===== src/rtl/burst_sequencer.sv =====
// -----------------------------------------------------------------------------
// burst_sequencer
//   Gates the waveform engine for either continuous output or a triggered burst
//   of exactly N waveform periods. It sits between front-panel/host control and
//   the waveform address/phase datapath.
//
// Ports
//   Clock      in   1   system clock, rising edge
//   Reset      in   1   synchronous, active-high
//   Enable     in   1   master output enable, low forces IDLE
//   Mode       in   1   0 = continuous, 1 = triggered burst
//   Trig       in   1   synchronous trigger level (rising edge detected here)
//   Count_In   in   CW  requested burst length in waveform periods
//   Cycle_End  in   1   end-of-period pulse from the waveform engine
//   Abort      in   1   immediate stop request
//   Wave_EN    out  1   gate to waveform engine
//   Count_LD   out  1   load strobe to burst count register
//   Busy       out  1   high while in LOAD, BURST or CONT
//   Done       out  1   one-cycle pulse on normal burst completion
//   Remaining  out  CW  periods left in the current burst
// -----------------------------------------------------------------------------
module burst_sequencer #(
  parameter int CW               = 20,
  parameter bit INFINITE_ON_ZERO = 1'b1
) (
  input  logic          Clock,
  input  logic          Reset,
  input  logic          Enable,
  input  logic          Mode,
  input  logic          Trig,
  input  logic [CW-1:0] Count_In,
  input  logic          Cycle_End,
  input  logic          Abort,
  output logic          Wave_EN,
  output logic          Count_LD,
  output logic          Busy,
  output logic          Done,
  output logic [CW-1:0] Remaining
);

  typedef enum logic [2:0] {
    IDLE  = 3'd0,
    LOAD  = 3'd1,
    BURST = 3'd2,
    CONT  = 3'd3,
    FIN   = 3'd4
  } state_t;

  localparam logic [CW-1:0] ONE  = CW'(1);
  localparam logic [CW-1:0] ZERO = '0;

  state_t        state;
  state_t        state_nxt;
  logic          trig_d;
  logic          trig_armed;
  logic          trig_edge;
  logic [CW-1:0] remaining_nxt;
  logic          wave_en_nxt;
  logic          count_ld_nxt;
  logic          busy_nxt;
  logic          done_nxt;

  // A trigger held high through reset must not start a burst when reset is
  // released: the level has to be seen low first (trig_armed) before a rising
  // edge counts.
  always_comb begin
    trig_edge = Trig & ~trig_d & trig_armed;
  end

  always_comb begin
    state_nxt     = state;
    remaining_nxt = Remaining;
    case (state)
      IDLE: begin
        if (Enable) begin
          if (!Mode) begin
            state_nxt = CONT;
          end else if (trig_edge) begin
            state_nxt = LOAD;
          end
        end
      end
      LOAD: begin
        if (!Enable || Abort) begin
          state_nxt = IDLE;
        end else begin
          remaining_nxt = Count_In;
          if (Count_In != ZERO) begin
            state_nxt = BURST;
          end else if (INFINITE_ON_ZERO) begin
            state_nxt = CONT;
          end else begin
            state_nxt = FIN;
          end
        end
      end
      BURST: begin
        if (!Enable || Abort) begin
          state_nxt = IDLE;
        end else if (Cycle_End) begin
          // Only decrement from >=1 so the counter can never wrap.
          if (Remaining > ONE) begin
            remaining_nxt = Remaining - ONE;
          end else if (Remaining == ONE) begin
            remaining_nxt = ZERO;
            state_nxt     = FIN;
          end
        end
      end
      CONT: begin
        // Mode changes are deliberately ignored here; they apply after IDLE.
        if (!Enable || Abort) begin
          state_nxt = IDLE;
        end
      end
      FIN: begin
        state_nxt = IDLE;
      end
      default: begin
        state_nxt = IDLE;
      end
    endcase
  end

  // Outputs are decoded from the next state so every output flop changes on
  // the same edge as the state it describes. Wave_EN additionally stays low on
  // the edge leaving LOAD, giving the count register one settled cycle before
  // the datapath runs.
  always_comb begin
    wave_en_nxt  = ((state_nxt == BURST) || (state_nxt == CONT)) && (state != LOAD);
    count_ld_nxt = (state_nxt == LOAD);
    busy_nxt     = (state_nxt == LOAD) || (state_nxt == BURST) || (state_nxt == CONT);
    done_nxt     = (state_nxt == FIN);
  end

  always_ff @(posedge Clock) begin
    if (Reset) begin
      state      <= IDLE;
      trig_d     <= 1'b0;
      trig_armed <= 1'b0;
      Wave_EN    <= 1'b0;
      Count_LD   <= 1'b0;
      Busy       <= 1'b0;
      Done       <= 1'b0;
      Remaining  <= ZERO;
    end else begin
      state      <= state_nxt;
      trig_d     <= Trig;
      trig_armed <= trig_armed | ~Trig;
      Wave_EN    <= wave_en_nxt;
      Count_LD   <= count_ld_nxt;
      Busy       <= busy_nxt;
      Done       <= done_nxt;
      Remaining  <= remaining_nxt;
    end
  end

endmodule


===== config.mk =====
export PLATFORM = sky130hd
export DESIGN_NAME = burst_sequencer
export DESIGN_NICKNAME = d
export VERILOG_FILES = /design/src/rtl/burst_sequencer.sv
export SDC_FILE = /design/constraint.sdc
export NUM_CORES = 1
export LEC_CHECK = 0
export ABC_AREA = 0
export CAP_MARGIN = 30
export CELL_PAD_IN_SITES_DETAIL_PLACEMENT = 0
export CELL_PAD_IN_SITES_GLOBAL_PLACEMENT = 2
export CORE_MARGIN = 10
export CORE_UTILIZATION = 27
export DETAILED_ROUTE_END_ITERATION = 8
export GPL_TIMING_DRIVEN = 0
export HOLD_SLACK_MARGIN = 0.02
export PLACE_DENSITY = 0.89
export SETUP_SLACK_MARGIN = 0.05
export SYNTH_ARGS = -nofsm -noshare
export SYNTH_HDL_FRONTEND = slang
export SYNTH_SLANG_ARGS = --single-unit

===== constraint.sdc =====
create_clock -name Clock -period 2.3 [get_ports Clock]
set_input_delay 0.23 -clock Clock [delete_from_list [all_inputs] [get_ports Clock]]
set_output_delay 0.23 -clock Clock [all_outputs]
set_load 0.03 [all_outputs]

==> results of run 1 <==
worst max-delay path: cells and delay by family, from the launching register on:
kind | cells | cell delay [ns]
DFF | 1 | 0.35
and+or+nand+nor | 2 | 0.58
buffers and inverters | 2 | 0.29
adders and majority gates | 1 | 0.22
AOI/OAI and AO/OA | 3 | 0.61
stage by stage:
step	hold slack [ns]	setup TNS, ns
after floorplan	0.309	0
after global placement	0.441	-2.32
after detailed placement	0.449	-2.37
after CTS	0.392	0
after global routing	0.418	0
final	0.400	0
timing repair:
item	4_1_cts	5_1_grt
pin swaps	0	1
setup endpoints to repair	20	15
gates resized for setup	3	11
buffers inserted	0	4
synthesized netlist by cell type, types with 3 or more instances:
cell type	count	area [sq um]
sky130_fd_sc_hd__a21oi_1	12	60.1
sky130_fd_sc_hd__a221oi_1	12	105
sky130_fd_sc_hd__and3_1	3	18.8
sky130_fd_sc_hd__buf_2	3	15.0
sky130_fd_sc_hd__clkbuf_1	9	33.8
sky130_fd_sc_hd__dfxtp_1	29	581
sky130_fd_sc_hd__inv_1	12	45.0
sky130_fd_sc_hd__nand2_1	9	33.8
sky130_fd_sc_hd__nand2b_1	6	37.5
sky130_fd_sc_hd__nand3_1	3	15.0
sky130_fd_sc_hd__nand3b_1	3	22.5
sky130_fd_sc_hd__nand4_1	4	25.0
sky130_fd_sc_hd__nor2_1	18	67.6
sky130_fd_sc_hd__nor2b_1	3	18.8
sky130_fd_sc_hd__nor3_1	19	95.1
sky130_fd_sc_hd__nor4_1	11	68.8
sky130_fd_sc_hd__o21ai_0	4	20.0
sky130_fd_sc_hd__o31a_1	3	26.3
sky130_fd_sc_hd__o32ai_1	3	26.3
sky130_fd_sc_hd__xor2_1	4	35.0
cell type report:
class                   instances  area (sq um)  share of cell area (%)
clock buffers                   7          86.3                    3.42
inverters                      12          45.0                    1.78
plain buffers                  13          78.8                    3.12
multi-input cells             164          1110                    44.1
well taps                      77          96.3                    3.81
flip-flops and latches         29           582                    23.0
repair buffers                 54           524                    20.8
worst max-delay path by stage:
stage,from,to,slack (ns),cells past startpoint
2_1_floorplan,Remaining[0]$_SDFFE_PP0P_,Remaining[18]$_SDFFE_PP0P_,0.06,9
3_3_place_gp,Remaining[0]$_SDFFE_PP0P_,Remaining[11]$_SDFFE_PP0P_,-0.20,9
3_5_place_dp,Remaining[0]$_SDFFE_PP0P_,Remaining[19]$_SDFFE_PP0P_,-0.22,9
4_1_cts,Remaining[0]$_SDFFE_PP0P_,Remaining[18]$_SDFFE_PP0P_,0.06,8
5_1_grt,Remaining[0]$_SDFFE_PP0P_,Remaining[18]$_SDFFE_PP0P_,0.03,8
6_report,Remaining[0]$_SDFFE_PP0P_,Remaining[18]$_SDFFE_PP0P_,0.16,8
layer usage:
| layer | global-route usage (%) | up-vias | share of wire (%) |
|---|---|---|---|
| li1 | - | 965 | - |
| met1 | 15.5 | 925 | 46 |
| met2 | 19.5 | 45 | 47 |
| met3 | 3.61 | 8 | 5.5 |
| met4 | 4.18 | 0 | 1.7 |
| met5 | 0 | - | 0 |
flip-flops by register name, summed over array words and instances, names as in the netlist:
name and cells:
Busy 1, trig_d 1, state 3, Remaining 20
trig_armed 1, Done 1, Wave_EN 1, Count_LD 1
where the power goes:
part | switching [uW] | internal, uW
Sequential | 11.3 | 514
Clock | 188 | 237
Combinational | 144 | 124
placed cells by master (no fill, tap or decap), types with 2 or more instances in the layout:
master,count
sky130_fd_sc_hd__xnor2_1,2
sky130_fd_sc_hd__or3_1,2
sky130_fd_sc_hd__buf_6,3
sky130_fd_sc_hd__a221oi_1,12
sky130_fd_sc_hd__buf_4,4
sky130_fd_sc_hd__a21oi_1,12
sky130_fd_sc_hd__nor2b_1,3
sky130_fd_sc_hd__clkbuf_1,7
sky130_fd_sc_hd__or4_1,2
sky130_fd_sc_hd__nor3_1,18
sky130_fd_sc_hd__a31oi_1,2
sky130_fd_sc_hd__inv_1,12
sky130_fd_sc_hd__nand2_1,9
sky130_fd_sc_hd__clkbuf_2,2
sky130_fd_sc_hd__nand3_1,3
sky130_fd_sc_hd__nand3b_1,3
sky130_fd_sc_hd__a32oi_1,2
sky130_fd_sc_hd__o21ai_0,4
sky130_fd_sc_hd__a211o_1,2
sky130_fd_sc_hd__o31ai_1,2
sky130_fd_sc_hd__nand4_1,4
sky130_fd_sc_hd__clkbuf_8,6
sky130_fd_sc_hd__o211ai_1,2
sky130_fd_sc_hd__o32ai_1,3
sky130_fd_sc_hd__o31a_1,3
sky130_fd_sc_hd__nor4_1,11
sky130_fd_sc_hd__dfxtp_1,28
sky130_fd_sc_hd__a211oi_1,2
sky130_fd_sc_hd__xor2_1,4
sky130_fd_sc_hd__nand2b_1,6
sky130_fd_sc_hd__nor2_1,18
sky130_fd_sc_hd__and3_1,3
sky130_fd_sc_hd__clkdlybuf4s50_1,49
cell families (layout without fill, tap and decap cells):
group                      count (synthesis)  count (layout)  synth area share (%)
and+or+nand+nor                           95              95                  29.9
AOI/OAI and AO/OA                         61              61                  26.9
DFF                                       29              29                  32.5
buffers and inverters                     26              86                  6.31
xor gates and xnor gates                   6               6                  2.94
adders and majority gates                  2               2                  1.40
==> results_tabular.tex, run 1 <==
\begin{tabular}{lr}
\hline
Metric & Value \\
\hline
\multicolumn{2}{l}{\textbf{STA}} \\
\quad Final number of hold-violating endpoints & 0 \\
\quad Final-report setup violation count & 0 \\
\quad Setup repair after global routing missed its margin & true \\
\quad Share of the cycle needed by the critical path after routing & 93.0\% \\
\quad Achievable clock frequency & 468 MHz \\
\quad Slew Viols, Final & 0 \\
\quad Worst Max-Slew Pin Slew & 0.717 ns \\
\quad Relative max-transition margin & 51.8\% \\
\quad Final setup skew & 0.00891 ns \\
\quad PnR worst setup slack & 0.161 ns \\
\quad Shortest clock period the worst path allows after layout & 2.14 ns \\
\multicolumn{2}{l}{\textbf{Flow run}} \\
\quad Max-cap check violation count & 0 \\
\multicolumn{2}{l}{\textbf{Critical path}} \\
\quad Endpoint required time on the critical path & 2.49 ns \\
\quad Worst reg-to-reg path cell count & 8 \\
\quad Reg2Reg Launch Point & Remaining[0]\$\_SDFFE\_PP0P\_ \\
\quad Worst-path cell chain & inv\_1 -> ha\_2 -> or3b\_4 -> nor2\_1 -> a41o\_1 -> buf\_6 -> a21oi\_1 -> a221oi\_1 \\
\quad CP Capture Type & flop \\
\quad Peak fanout along the critical path & 10 \\
\quad Worst Setup Path Type & flop to flop \\
\quad Highest cell delay on the worst timing path & 0.42 ns \\
\quad Critical Path AT & 2.33 ns \\
\quad Minimum setup slack among reg-to-reg paths & 0.16 ns \\
\quad Startpoint type of the worst setup path & flop \\
\quad Worst reg2reg path endpoint & Remaining[18]\$\_SDFFE\_PP0P\_ \\
\quad Slowest cell on crit path & sky130\_fd\_sc\_hd\_\_or3b\_4 \\
\multicolumn{2}{l}{\textbf{Pwr}} \\
\quad Leak Pwr & 0.000910 uW \\
\quad Pwr Total & 1220 uW \\
\quad Total power per unit cell area & 482 mW/mm\^{}2 \\
\quad Peak VDD IR & 0.000244 V \\
\multicolumn{2}{l}{\textbf{Logic synthesis}} \\
\quad Average footprint of a synthesized cell & 8.15 sq um \\
\quad Most used flip-flop cell after synthesis & sky130\_fd\_sc\_hd\_\_dfxtp\_1 \\
\quad Synth warnings & 0 \\
\quad Proportion of synthesized flip-flops having asynchronous set or reset & 0\% \\
\quad Cell count after synthesis & 219 \\
\quad Summed instance area of the synthesized netlist & 0.00179 sq mm \\
\quad Number of library cell types mapped by synthesis & 57 \\
\quad Sequential fraction of the synthesis area & 32.5\% \\
\quad Flip-flop and latch count after synthesis & 29 \\
\quad Net count after synthesis & 248 \\
\quad EDFF count, synth & 0 \\
\multicolumn{2}{l}{\textbf{Layout}} \\
\quad Layout cell share with drive strength beyond 1 & 11.5\% \\
\quad Area growth from synthesis to layout & 41.5\% \\
\quad Final-layout fill cell count & 676 \\
\quad Post-route design area & 0.00253 sq mm \\
\quad Post-route insts no fill & 356 \\
\quad Final cell utilization of the core & 39.6\% \\
\quad Net count reported at finish & 308 \\
\quad Final antenna diode count & 0 \\
\multicolumn{2}{l}{\textbf{Hold path}} \\
\quad Worst Hold Class & input port to flop \\
\quad Hold-critical path depth & 2 \\
\quad Hold path startpoint & Reset \\
\quad Endpoint, Worst Hold & state[0]\$\_SDFF\_PP0\_ \\
\multicolumn{2}{l}{\textbf{Global routing}} \\
\quad Vias in the first global route & 1951 \\
\quad Gr usage total & 12.3\% \\
\quad First-pass GRT wire length & 10200 microns \\
\quad Antenna violations before repair & 0 \\
\quad Overflow left after global routing & 0 \\
\quad Maximum number of pins on one net before global-route repair & 11 \\
\multicolumn{2}{l}{\textbf{Placed design}} \\
\quad Count of port buffers added during placement & 49 \\
\quad Estimated wirelength of the detail-placed design & 4810 microns \\
\quad GPL Wtd Cong & 0.893 \\
\quad Placement Cell Area & 0.00238 sq mm \\
\quad Pre-CTS worst setup slack & -0.221 ns \\
\quad Number of instances in the placed design & 346 \\
\multicolumn{2}{l}{\textbf{Outcome}} \\
\quad Status & complete, no violations \\
\multicolumn{2}{l}{\textbf{Die}} \\
\quad Site Rows & 29 \\
\quad Floorplan die area & 0.0103 sq mm \\
\quad Die boundary height & 101 microns \\
\quad Width of the die & 101 microns \\
\quad CORE AREA & 0.00639 sq mm \\
\quad Effective utilization at floorplan & 28.0\% \\
\quad Number of top-level pins & 51 \\
\multicolumn{2}{l}{\textbf{Routing}} \\
\quad DRC violation count after routing & 0 \\
\quad Via density per instance & 5.46 \\
\quad Detail Route Antenna Nets & 0 \\
\quad Via count & 1943 \\
\quad DRT iter0 DRCs & 104 \\
\quad DRT Pass-1 Iters & 4 \\
\quad Wire length reported by the detailed router & 6390 microns \\
\quad Per-cell routed wire length & 18.0 microns \\
\multicolumn{2}{l}{\textbf{Clocking}} \\
\quad Max clock buf depth & 2 \\
\quad Clk root buf & sky130\_fd\_sc\_hd\_\_clkbuf\_8 \\
\quad Number of sinks driven by the clock tree & 29 \\
\quad Clock H-tree levels & 2 \\
\quad Number of buffers created by CTS & 5 \\
\quad Skew-Pair Late Insertion Delay & 0.28 ns \\
\quad Clock tree from TritonCTS & yes \\
\quad Clock input transition at the sequential cells of the worst setup and hold paths & 0.06 ns \\
\quad Number of hold buffers added after CTS & 0 \\
\hline
\end{tabular}
(Power assumes the default switching activity.)
==> inputs of run 2 (changes only) <==
--- a/config.mk
+++ b/config.mk
@@ -14,7 +14,7 @@
 export DETAILED_ROUTE_END_ITERATION = 8
 export GPL_TIMING_DRIVEN = 0
 export HOLD_SLACK_MARGIN = 0.02
-export PLACE_DENSITY = 0.89
+export PLACE_DENSITY = 0.81
 export SETUP_SLACK_MARGIN = 0.05
 export SYNTH_ARGS = -nofsm -noshare
 export SYNTH_HDL_FRONTEND = slang
==> run 2 against run 1 <==
  * Clock skew down 0.0024 ns
  * Worst setup slack worse by 0.034 ns
  * Sequential share of layout area down 0.11 points
  * Sequential power about the same
  * Via count up 0.31%
  * First-iteration DRC count up 39%
  * Clock power up 13%
  * Die area unchanged
  * Flip-flop and latch count unchanged
  * Power up 4.3%
  * Final cell count unchanged
==> results_tabular.tex, run 2 (synthesized netlist as in run 1, its figures left out) <==
\begin{tabular}{lr}
\hline
Metric & Value \\
\hline
\multicolumn{2}{l}{\textbf{Critical path}} \\
\quad Critical Path AT & 2.31 ns (was 2.33 ns) \\
\quad Reg2Reg Launch Point & Remaining[6]\$\_SDFFE\_PP0P\_ (was Remaining[0]\$\_SDFFE\_PP0P\_) \\
\quad Slowest cell on crit path & sky130\_fd\_sc\_hd\_\_or4\_4 (was sky130\_fd\_sc\_hd\_\_or3b\_4) \\
\quad Worst-path cell chain & or4\_4 -> buf\_6 -> or3\_4 -> o31a\_1 -> o21ai\_2 -> a211oi\_2 (was inv\_1 -> ha\_2 -> or3b\_4 -> nor2\_1 -> a41o\_1 -> buf\_6 -> a21oi\_1 -> a221oi\_1) \\
\quad Highest cell delay on the worst timing path & 0.55 ns (was 0.42 ns) \\
\quad CP Capture Type & flop (unchanged) \\
\quad Endpoint required time on the critical path & 2.44 ns (was 2.49 ns) \\
\quad Kind of cell with the highest combined delay on the critical path & simple AND/OR/NAND/NOR gates (was compound AO/OA/AOI/OAI gates) \\
\quad Peak fanout along the critical path & 7 (was 10) \\
\quad Buf+Inv Stages, Crit Path & 1 (was 2) \\
\quad Launch point of the worst path & Remaining[6]\$\_SDFFE\_PP0P\_ (was Remaining[0]\$\_SDFFE\_PP0P\_) \\
\quad Startpoint type of the worst setup path & flop (unchanged) \\
\quad Worst Setup Path Type & flop to flop (unchanged) \\
\multicolumn{2}{l}{\textbf{Layout}} \\
\quad Area growth from synthesis to layout & 42.2\% (was 41.5\%) \\
\quad Number of flip-flops under the largest register name & 20 (unchanged) \\
\quad Final-layout fill cell count & 680 (was 676) \\
\quad Final antenna diode count & 0 (unchanged) \\
\quad Register name with the most flops & Remaining (unchanged) \\
\quad Most frequent cells in the layout & 49 x sky130\_fd\_sc\_hd\_\_clkdlybuf4s50\_1, 28 x sky130\_fd\_sc\_hd\_\_dfxtp\_1, 18 x sky130\_fd\_sc\_hd\_\_nor3\_1, 17 x sky130\_fd\_sc\_hd\_\_nor2\_1 (was 49 x sky130\_fd\_sc\_hd\_\_clkdlybuf4s50\_1, 28 x sky130\_fd\_sc\_hd\_\_dfxtp\_1, 18 x sky130\_fd\_sc\_hd\_\_nor2\_1, 18 x sky130\_fd\_sc\_hd\_\_nor3\_1) \\
\quad Post-route design area & 0.00254 sq mm (was 0.00253 sq mm) \\
\quad Layout cell share with drive strength beyond 1 & 11.8\% (was 11.5\%) \\
\quad Most common library cell in the layout ignoring fill and taps & sky130\_fd\_sc\_hd\_\_clkdlybuf4s50\_1 (unchanged) \\
\quad Net count reported at finish & 307 (was 308) \\
\quad Largest registers & Remaining (20), state (3) (unchanged) \\
\multicolumn{2}{l}{\textbf{Pwr}} \\
\quad Total power per unit cell area & 501 mW/mm\^{}2 (was 482 mW/mm\^{}2) \\
\quad Peak VDD IR & 0.000263 V (was 0.000244 V) \\
\quad Leak Pwr & 0.000912 uW (was 0.000910 uW) \\
\multicolumn{2}{l}{\textbf{Routing}} \\
\quad Detail Route Antenna Nets & 0 (unchanged) \\
\quad DRC violation count after routing & 0 (unchanged) \\
\quad Wire length reported by the detailed router & 6540 microns (was 6390 microns) \\
\quad DRT Pass-1 Iters & 4 (unchanged) \\
\quad Per-cell routed wire length & 18.4 microns (was 18.0 microns) \\
\quad DRT iter0 DRCs & 145 (was 104) \\
\quad Via density per instance & 5.47 (was 5.46) \\
\quad Via count & 1949 (was 1943) \\
\multicolumn{2}{l}{\textbf{Outcome}} \\
\quad Status & complete, no violations (unchanged) \\
\multicolumn{2}{l}{\textbf{Hold path}} \\
\quad Worst Hold Class & input port to flop (unchanged) \\
\quad Hold path startpoint & Reset (unchanged) \\
\multicolumn{2}{l}{\textbf{Clocking}} \\
\quad Number of buffers created by CTS & 5 (unchanged) \\
\quad Clock tree from TritonCTS & yes (unchanged) \\
\quad Number of sinks driven by the clock tree & 29 (unchanged) \\
\quad Clock input transition at the sequential cells of the worst setup and hold paths & 0.07 ns (was 0.06 ns) \\
\quad Clk root buf & sky130\_fd\_sc\_hd\_\_clkbuf\_8 (unchanged) \\
\quad Clock H-tree levels & 2 (unchanged) \\
\quad Skew-Pair Late Insertion Delay & 0.28 ns (about the same) \\
\quad Max clock buf depth & 2 (unchanged) \\
\quad Number of hold buffers added after CTS & 0 (unchanged) \\
\multicolumn{2}{l}{\textbf{Flow run}} \\
\quad Max-cap check violation count & 0 (unchanged) \\
\multicolumn{2}{l}{\textbf{STA}} \\
\quad Final setup skew & 0.00648 ns (was 0.00891 ns) \\
\quad Relative max-transition margin & 50.4\% (was 51.8\%) \\
\quad Achievable clock frequency & 460 MHz (was 468 MHz) \\
\quad Setup repair after global routing missed its margin & true (unchanged) \\
\quad Worst Max-Slew Pin Slew & 0.738 ns (was 0.717 ns) \\
\quad Final-report setup violation count & 0 (unchanged) \\
\quad Slew Viols, Final & 0 (unchanged) \\
\quad Final number of hold-violating endpoints & 0 (unchanged) \\
\quad Shortest clock period the worst path allows after layout & 2.17 ns (was 2.14 ns) \\
\quad Share of the cycle needed by the critical path after routing & 94.5\% (was 93.0\%) \\
\quad Tightest hold margin & 0.410 ns (was 0.400 ns) \\
\multicolumn{2}{l}{\textbf{Die}} \\
\quad Number of top-level pins & 51 (unchanged) \\
\quad Site Rows & 29 (unchanged) \\
\quad Effective utilization at floorplan & 28.0\% (unchanged) \\
\quad Width of the die & 101 microns (unchanged) \\
\quad Die boundary height & 101 microns (unchanged) \\
\quad CORE AREA & 0.00639 sq mm (unchanged) \\
\quad Floorplan die area & 0.0103 sq mm (unchanged) \\
\multicolumn{2}{l}{\textbf{Placed design}} \\
\quad Count of port buffers added during placement & 49 (unchanged) \\
\quad GPL Wtd Cong & 0.822 (was 0.893) \\
\quad Placement Cell Area & 0.00238 sq mm (unchanged) \\
\quad Estimated wirelength of the detail-placed design & 4850 microns (was 4810 microns) \\
\multicolumn{2}{l}{\textbf{Global routing}} \\
\quad Vias in the first global route & 1995 (was 1951) \\
\quad Maximum number of pins on one net before global-route repair & 11 (unchanged) \\
\quad Gr usage total & 12.9\% (was 12.3\%) \\
\quad Antenna violations before repair & 0 (unchanged) \\
\quad Overflow left after global routing & 0 (unchanged) \\
\quad First-pass GRT wire length & 10600 microns (was 10200 microns) \\
\hline
\end{tabular}
[run 2: cell type report]
cell class / instances / area [sq um] / area share (%)
Tap cell: 77 / 96.3 / 3.79
Timing Repair Buffer: 53 / 517 / 20.4
Sequential cell: 29 / 582 / 22.9
Inverter: 12 / 45.0 / 1.77
Buffer: 13 / 81.3 / 3.20
Clock buffer: 7 / 96.3 / 3.79
Clock inverter: 1 / 5.00 / 0.197
Multi-Input combinational cell: 164 / 1120 / 44.0
[run 2: worst register-to-register path: stages (launching register included)]
cell and delay [ns]:
sky130_fd_sc_hd__dfxtp_1 0.37, sky130_fd_sc_hd__or4_4 0.55, sky130_fd_sc_hd__buf_6 0.15, sky130_fd_sc_hd__or3_4 0.42, sky130_fd_sc_hd__o31a_1 0.30, sky130_fd_sc_hd__o21ai_2 0.15
sky130_fd_sc_hd__a211oi_2 0.07
[run 2: stage by stage]
step                utilization, %  total power [uW]  setup TNS [ns]  setup WS (ns)  instances
finish                        39.8              1270               0          0.127        356
global route                  39.8              1320               0         0.0453        356
CTS                           39.1              1280               0         0.0736        355
detailed placement            37.2               795           -2.10         -0.230        346
global placement              37.1               796           -3.25         -0.257        345
floorplan                        -               686               0         0.0626        219
[run 2: path summary, 6_finish.rpt]
path                           endpoint  depth (start not counted)  slack, ns
min                 state[0]$_SDFF_PP0_                          2       0.41
max          Remaining[19]$_SDFFE_PP0P_                          6       0.13
max reg2reg  Remaining[19]$_SDFFE_PP0P_                          6       0.13
min reg2reg       trig_armed$_SDFF_PP0_                          2       0.45
[run 2: timing repair]
item,in CTS,in global routing
endpoints found under the setup margin,20,24
buffers inserted,2,1
gates cloned,0,0
pin swaps,1,0
resized for setup,3,12
[run 2: metal layers]
metal / vias up / GRT usage (%) / routed length, microns
met1: 917 / 16.4 / 3030
li1: 969 / - / -
met3: 4 / 4.08 / 446
met2: 59 / 20.8 / 3020
met5: - / 0 / 0
met4: 0 / 2.89 / 46
[run 2: power by group]
part	total (uW)	internal, uW	switching, uW	leakage [uW]
clock network	480	270	210	0.0000542
registers	525	514	11.3	0.000235
logic	266	122	144	0.000622
total	1270	906	365	0.000912
